**src/rtl/viterbi_pkg.sv**
```systemverilog
// ---------------------------------------------------------------------------
// viterbi_pkg
// Constants shared by the convolutional encoder and the Viterbi decoder, so
// both ends of the link use the same trellis and the same polynomial pair.
//   K        constraint length
//   SW       trellis state width (K-1)
//   G0 / G1  generator polynomials (octal 17 / 15)
//   enc_state_e      encoder frame FSM states
//   trellis_state_t  shift-register / trellis state type
// ---------------------------------------------------------------------------
package viterbi_pkg;

  localparam int K  = 4;
  localparam int SW = K - 1;

  localparam logic [K-1:0] G0 = 4'b1111;
  localparam logic [K-1:0] G1 = 4'b1101;

  typedef logic [SW-1:0] trellis_state_t;

  typedef enum logic [1:0] {
    IDLE = 2'd0,
    DATA = 2'd1,
    TAIL = 2'd2,
    DONE = 2'd3
  } enc_state_e;

endpackage

```
**src/rtl/conv_enc_core.sv**
```systemverilog
// ---------------------------------------------------------------------------
// conv_enc_core
// One trellis step of the rate-1/2 encoder, purely combinational.
//   u       in   1    current input bit
//   s       in   SW   shift register, s[0] is the oldest bit
//   sym     out  2    code symbol {g0, g1}
//   s_next  out  SW   shift register after this step
// ---------------------------------------------------------------------------
module conv_enc_core
  import viterbi_pkg::*;
(
  input  logic           u,
  input  trellis_state_t s,
  output logic [1:0]     sym,
  output trellis_state_t s_next
);

  logic [K-1:0] w;

  // The new bit sits in the MSB so the oldest bit falls off at w[0].
  assign w      = {u, s};
  assign sym    = {^(w & G0), ^(w & G1)};
  assign s_next = w[K-1:1];

endmodule

```
**src/rtl/conv_encoder.sv**
```systemverilog
// ---------------------------------------------------------------------------
// conv_encoder
// Rate-1/2, K=4 convolutional encoder with frame sequencing. Each accepted
// info bit yields one registered 2-bit symbol the following cycle; every
// frame is closed with K-1 zero tail bits so the trellis ends in state 0.
//   clk         in   1  clock
//   rst         in   1  synchronous reset, active-high
//   start       in   1  begin a frame (only honoured in IDLE)
//   bit_in      in   1  info bit
//   bit_valid   in   1  bit_in is valid
//   bit_ready   out  1  bit_in is accepted this cycle
//   sym_out     out  2  code symbol {g0, g1}
//   sym_valid   out  1  sym_out valid (decoder enable)
//   busy        out  1  frame in progress
//   frame_done  out  1  one-cycle pulse after the last tail symbol
//
// state | meaning
// ------+--------------------------------------------------------------
// IDLE  | waiting for start; no bits accepted
// DATA  | accepting FRAME_LEN info bits, bubbles allowed
// TAIL  | flushing K-1 zero bits on consecutive cycles
// DONE  | frame finished; frame_done is registered for the next cycle
// ---------------------------------------------------------------------------
module conv_encoder
  import viterbi_pkg::*;
#(
  parameter int FRAME_LEN = 1024
) (
  input  logic       clk,
  input  logic       rst,
  input  logic       start,
  input  logic       bit_in,
  input  logic       bit_valid,
  output logic       bit_ready,
  output logic [1:0] sym_out,
  output logic       sym_valid,
  output logic       busy,
  output logic       frame_done
);

  localparam int CW = $clog2(FRAME_LEN + 1);
  localparam int TW = $clog2(K);

  localparam logic [CW-1:0] LAST_IDX  = CW'(FRAME_LEN - 1);
  localparam logic [TW-1:0] TAIL_LOAD = TW'(K - 2);

  enc_state_e     state;
  enc_state_e     state_nx;
  trellis_state_t s;
  trellis_state_t s_next;
  logic [CW-1:0]  bit_cnt;
  logic [TW-1:0]  tail_cnt;
  logic [1:0]     sym;
  logic           enc_step;
  logic           enc_u;
  logic           last_bit;
  logic           tail_last;
  logic           data_accept;

  assign last_bit    = (bit_cnt == LAST_IDX);
  assign tail_last   = (tail_cnt == '0);
  assign data_accept = (state == DATA) && bit_valid;

  // State register
  always_ff @(posedge clk) begin
    if (rst) begin
      state <= IDLE;
    end else begin
      state <= state_nx;
    end
  end

  // Next-state logic
  always_comb begin
    state_nx = state;
    case (state)
      IDLE: if (start)                  state_nx = DATA;
      DATA: if (bit_valid && last_bit)  state_nx = TAIL;
      TAIL: if (tail_last)              state_nx = DONE;
      DONE:                             state_nx = IDLE;
      default:                          state_nx = IDLE;
    endcase
  end

  // Output / control decode
  always_comb begin
    bit_ready = 1'b0;
    busy      = 1'b1;
    enc_step  = 1'b0;
    enc_u     = 1'b0;
    case (state)
      IDLE: begin
        busy = 1'b0;
      end
      DATA: begin
        bit_ready = 1'b1;
        enc_step  = bit_valid;
        enc_u     = bit_in;
      end
      TAIL: begin
        enc_step = 1'b1;
        enc_u    = 1'b0;
      end
      DONE: begin
        enc_step = 1'b0;
      end
      default: begin
        busy = 1'b0;
      end
    endcase
  end

  conv_enc_core u_core (
    .u      (enc_u),
    .s      (s),
    .sym    (sym),
    .s_next (s_next)
  );

  // Shift register and symbol output. sym_out holds through bubbles.
  always_ff @(posedge clk) begin
    if (rst) begin
      s         <= '0;
      sym_out   <= 2'b00;
      sym_valid <= 1'b0;
    end else begin
      sym_valid <= enc_step;
      if (state == IDLE && start) begin
        s <= '0;
      end else if (enc_step) begin
        s <= s_next;
      end
      if (enc_step) begin
        sym_out <= sym;
      end
    end
  end

  // Info-bit counter; start is only seen in IDLE so it cannot disturb a frame.
  always_ff @(posedge clk) begin
    if (rst) begin
      bit_cnt <= '0;
    end else if (state == IDLE && start) begin
      bit_cnt <= '0;
    end else if (data_accept) begin
      bit_cnt <= bit_cnt + 1'b1;
    end
  end

  // Tail down-counter: loaded with K-2 as the last info bit goes in, so the
  // terminal count is reached on the (K-1)th tail cycle.
  always_ff @(posedge clk) begin
    if (rst) begin
      tail_cnt <= '0;
    end else if (data_accept && last_bit) begin
      tail_cnt <= TAIL_LOAD;
    end else if (state == TAIL && !tail_last) begin
      tail_cnt <= tail_cnt - 1'b1;
    end
  end

  always_ff @(posedge clk) begin
    if (rst) begin
      frame_done <= 1'b0;
    end else begin
      frame_done <= (state == DONE);
    end
  end

endmodule

```
**config.mk**
```make
export PLATFORM = sky130hd
export DESIGN_NAME = conv_encoder
export DESIGN_NICKNAME = d
export VERILOG_FILES = /design/src/rtl/viterbi_pkg.sv /design/src/rtl/conv_enc_core.sv /design/src/rtl/conv_encoder.sv
export SDC_FILE = /design/constraint.sdc
export NUM_CORES = 1
export LEC_CHECK = 0
export CAP_MARGIN = 20
export CORE_UTILIZATION = 43
export CTS_CLUSTER_SIZE = 12
export DETAILED_ROUTE_END_ITERATION = 8
export SKIP_CTS_REPAIR_TIMING = 1
export SYNTH_ARGS = -nofsm -noshare
export SYNTH_HDL_FRONTEND = slang
export SYNTH_HIERARCHICAL = 1
export SYNTH_SLANG_ARGS = --single-unit
```
**constraint.sdc**
```tcl
create_clock -name clk -period 4 [get_ports clk]
set_input_delay 0.4 -clock clk [delete_from_list [all_inputs] [get_ports clk]]
set_output_delay 0.4 -clock clk [all_outputs]
set_load 0.01 [all_outputs]
```
* Word level (Yosys, flattened, before mapping)
Cells that the tools add are included.
** Word-level totals
- Flip-flop bits (word level) :: 22
- Output and inout bits :: 6
** Operators by class
- Add/subtract/negate cells :: 2
- Equal/unequal tests :: 7
- Mux-type cells :: 10
- Reduce and logical (&&, ||, !) cells :: 14
** Operator list (number)
- adder 11 x 1 -> 11 bit (second input constant) :: 1
- equality test 11 x 10 -> 1 bit (second input constant) :: 1
- two-way mux 2 bit :: 5
- one-hot mux 2 bit (4 select lines) :: 1
- XOR reduction 4 bit :: 2
- logical AND 1 bit :: 5
- equality test 2 bit (second input constant) :: 2
- zero test 2 bit :: 2
- inequality test 2 bit (second input constant) :: 2
- OR reduction 2 bit :: 2
- two-way mux 1 bit :: 3
- AND reduction 3 bit :: 1
- equality test 2 x 1 -> 1 bit (second input constant) :: 1
- inequality test 2 x 1 -> 1 bit (second input constant) :: 1
- one-hot mux 1 bit (2 select lines) :: 1
- nonzero test 2 bit :: 1
- subtractor 2 x 1 -> 2 bit (second input constant) :: 1
- zero test 1 bit :: 1

* Logic depth before layout (Yosys ltp)
- Word-level depth :: 5
- Mapped depth :: 8
- Mapped depth without buffers :: 7

* Modules after synthesis
The synthesis kept the hierarchy.
** By module, submodules not included
- conv_encoder :: instances 1, cells an instance 110, area each 1054.8 um^2, sequential area each 440.4 um^2
- conv_enc_core :: instances 1, cells an instance 7, area each 65.1 um^2, sequential area each 0.0 um^2

* Worst setup path before layout
OpenSTA, ideal clock, no wires.
- Path kind :: reg-to-reg
- From :: reg state[1]
- To :: reg sym_out[1]
- Library setup time :: 127 ps
- Arrival :: 1406 ps
- Slack :: 2467 ps
- Stages on the path, launching flop included :: 9
- Path buffers :: 1
- Path through :: dfxtp_1 -> inv_1 -> ha_1 -> buf_6 -> and2_1 -> xnor2_2 -> xnor2_1 -> mux2i_1 -> nor2_1
** Between the ends
- Longest elaborated chain between the ends :: 3
- Elaborated cells on any way between the ends :: 5
** Ends and longest elaborated chain
- start, declared :: line conv_encoder.sv:47 : enc_state_e state;
- start signal, assigned :: line conv_encoder.sv:69 : state <= state_nx;
- equality test 2 x 1 -> 1 bit :: line conv_encoder.sv:91 : case (state)
- two-way mux 1 bit :: line conv_encoder.sv:91
- named net enc_u :: line conv_encoder.sv:55 : logic enc_u;
- XOR reduction 4 bit :: line conv_enc_core.sv:22 : assign sym = {^(w & G0), ^(w & G1)};
- named net sym[1] :: line conv_encoder.sv:53 : logic [1:0] sym;
- end signal, assigned :: line conv_encoder.sv:134 : sym_out <= sym;
- end, declared :: line conv_encoder.sv:35 : output logic [1:0] sym_out,
The timed path passes the listed nets, and every way through them passes these cells.
A chain may end at the register's enable or synchronous reset.

* Final worst setup path
- From :: reg state[1]
- To :: out bit_ready
** Between the ends
- Longest elaborated chain between the ends :: 2
** Ends and longest elaborated chain
- equality test 2 x 1 -> 1 bit :: line conv_encoder.sv:91
- two-way mux 1 bit :: line conv_encoder.sv:91
- end, declared :: line conv_encoder.sv:34 : output logic bit_ready,
No other way between the ends.

==> flow_metrics.tcl <==
set metrics [dict create \
    worst_slack_ns 1.75 \
    synthMostInstantiatedCell "dfxtp_1" \
    start_kind "register" \
    cp_cell_sequence "inv_1 -> ha_1 -> clkdlybuf4s50_1" \
    synth-async-reset-ratio_pct 0 \
    synth.ff_latch_count 22 \
    slowest_stage "clkdlybuf4s50_1" \
    max_freq_mhz 445 \
    hold_path_depth 2 \
    synth-edff-count 0 \
    rsz0062_at_grt "false" \
    clkSinkCount 22 \
    rrSetupSlack_ns 2.27 \
    drive_above_1_share_pct 12.8 \
    dr.pass1.iters 4 \
    worstPathRequired_ns 3.60 \
    crit_path_end_kind "primary output" \
    syn_avg_cell_area_um2 9.57 \
    tightestPinTransition_ns 0.480 \
    antenna_left 0 \
    synth_xor_area_share_pct 11.6 \
    power.total_mw 0.604 \
    grt_pass1_wl_mm 3.19 \
    synthMuxAreaShare_pct 6.26 \
    clk_latency_ns 0.30 \
    clockBufferDepth 2 \
    grt-ovfl-total 0 \
    finalClockSkew_ns 0.00554 \
    die_h_um 53.0 \
    area_growth_pct 13.3 \
    peakVddDrop_mv 0.303 \
    grt_pass1_vias 721 \
    grt_max_degree 15 \
    num_vias 776 \
    synth-seq-area-share_pct 39.3 \
    hold_class "reg2reg" \
    worstPathMaxFanout 12 \
    synth_compound_area_share_pct 5.14 \
    synth_fa_ha_area_share_pct 7.82 \
    setup_tns_ns 0 \
    timing.rr.start "state[1]" \
    dieArea_um2 2810 \
    fin_crit_sh_pct 56.1 \
    pre_cts_slack_ns 2.08 \
    crit_cells 3 \
    drt_iter0_drc 11 \
    drt_wl_total_mm 1.86 \
    num_rows 18 \
    grtUsageTotal_pct 16.0 \
    critical_path.startpoint "state[1]" \
    path_buf_inv 2 \
    antenna_found_initial 0 \
    syn-num-nets 129 \
    cp_top_family "buffers and inverters" \
    critPathKind "reg2out" \
    ff2ff_path_depth 7 \
    p_leak_nw 0.527 \
    drc 0 \
    placed_area_um2 1220 \
    outcome "finished, final reports clean" \
    ys_types 35 \
    nets 138 \
    synth_top_family_by_area "simple AND/OR/NAND/NOR gates" \
    routedWlPerCell_um 12.0 \
    yosys-top-cells-area "dfxtp_1, ha_1, xor2_1" \
    synth_area_um2 1120 \
    port_buffers 10 \
    grt_use_met3_pct 3.45 \
    tritoncts "done" \
    cts_root_buf "clkbuf_4" \
    utilization_pct 51.2 \
    ctsHtreeMaxLevel 1 \
    fin_crit_ns 2.25 \
    gp_congestion 0.682 \
    die_w_um 53.0 \
    yosysWarnings 6 \
    insertedDiodeCount 0 \
    yosys.area.top_type "dfxtp_1" \
    r2r-end "sym_out[0]" \
    vias_per_cell 5.01 \
    use_met1_pct 21.7 \
    relSlewSlack_pct 68.0 \
    synth-simple-area-share_pct 24.5 \
    cpPeakStageDelay_ns 0.63 \
    cp.arrival_ns 1.85 \
    dp_hpwl_mm 1.40 \
    synth_commonest_cells "dfxtp_1, nor2_1, xor2_1" \
    syn_inst 117 \
    setup_viol 0 \
    initial_core_util_pct 45.2 \
    synth_top_area_share_pct 39.3 \
    crit_end "bit_ready" \
    ios 11 \
    busiest_layer "met2" \
    slew_viol_final 0 \
    cts_buffers 3 \
    clkTransAtPathRegs_ns 0.12 \
    core-area_um2 2480 \
    final_area_um2 1270 \
    cap_violations 0 \
    hold_viol 0 \
    ys.flop_type "dfxtp_1" \
    p_per_area_nw_per_um2 476 \
    grt_use_met2_pct 23.0 \
]
area by class of cell:
class,instances,area [µm²]
sequential,22,440
multi-input combinational,84,619
inverter,5,18.8
clock inverter,1,30.0
tap,30,37.5
fill,243,1210
timing repair buffer,10,100
clock buffer,3,22.5
registers in the layout (all words and copies together), names as in the netlist:
name	count
sym_out	2
tail_cnt	2
bit_cnt	11
sym_valid	1
state	2
s	3
frame_done	1
routing by layer:
metal  wire length, µm  up-vias
li1                  -      399
met3                63        4
met2               813       18
met4                34        0
met1               946      355
met5                 0        -
where the power goes:
| part | switching, mW | internal (mW) |
|---|---|---|
| Clock | 0.0650 | 0.101 |
| Sequential | 0.0119 | 0.233 |
| Combinational | 0.103 | 0.0902 |
| Total | 0.180 | 0.425 |
kinds of logic after synthesis:
logic type,Yosys count
AOI/OAI and AO/OA,8
xor gates and xnor gates,14
adders and majority gates,7
buffers and inverters,11
DFF,22
muxes,7
and+or+nand+nor,48
tightest hold or removal path, cell delays in order (launching register included):
cell and delay (ns):
dfxtp_1 0.35, nand2_1 0.06, a21oi_1 0.06
metrics by stage:
stage | hold WS [ns] | instances
6_report | 0.495 | 155
5_1_grt | 0.539 | 155
4_1_cts | 0.495 | 155
3_5_place_dp | 0.477 | 151
3_3_place_gp | 0.467 | 151
2_1_floorplan | 0.449 | 117
worst min path at each step:
stage	from	endpoint	slack (ns)
2_1_floorplan	bit_cnt[1]	bit_cnt[1]	0.45
3_3_place_gp	bit_cnt[1]	bit_cnt[1]	0.47
3_5_place_dp	bit_cnt[1]	bit_cnt[1]	0.48
4_1_cts	bit_cnt[1]	bit_cnt[1]	0.49
5_1_grt	bit_cnt[10]	bit_cnt[10]	0.54
6_report	bit_cnt[1]	bit_cnt[1]	0.49
cell usage in the layout (no fill, tap or decap):
cell	instances
dfxtp_1	22
nor2_1	16
xor2_1	10
clkdlybuf4s50_1	10
mux2i_1	7
ha_1	7
nand2_1	6
inv_1	5
nand3_1	5
nand2b_1	3
xnor2_1	3
clkbuf_4	3
and2_1	2
nor2b_1	2
and4_4	2
nand4_1	2
nor3_1	2
a21oi_2	2
a21o_1	1
and4_2	1
and3_1	1
a21oi_1	1
o21bai_1	1
nor2b_2	1
and2_2	1
nor4b_1	1
a31oi_1	1
a21o_2	1
nand2_2	1
nand4_4	1
or2_4	1
o21ai_0	1
bufinv_16	1
xnor2_2	1
Note: power is estimated with default switching activity, not from simulation.
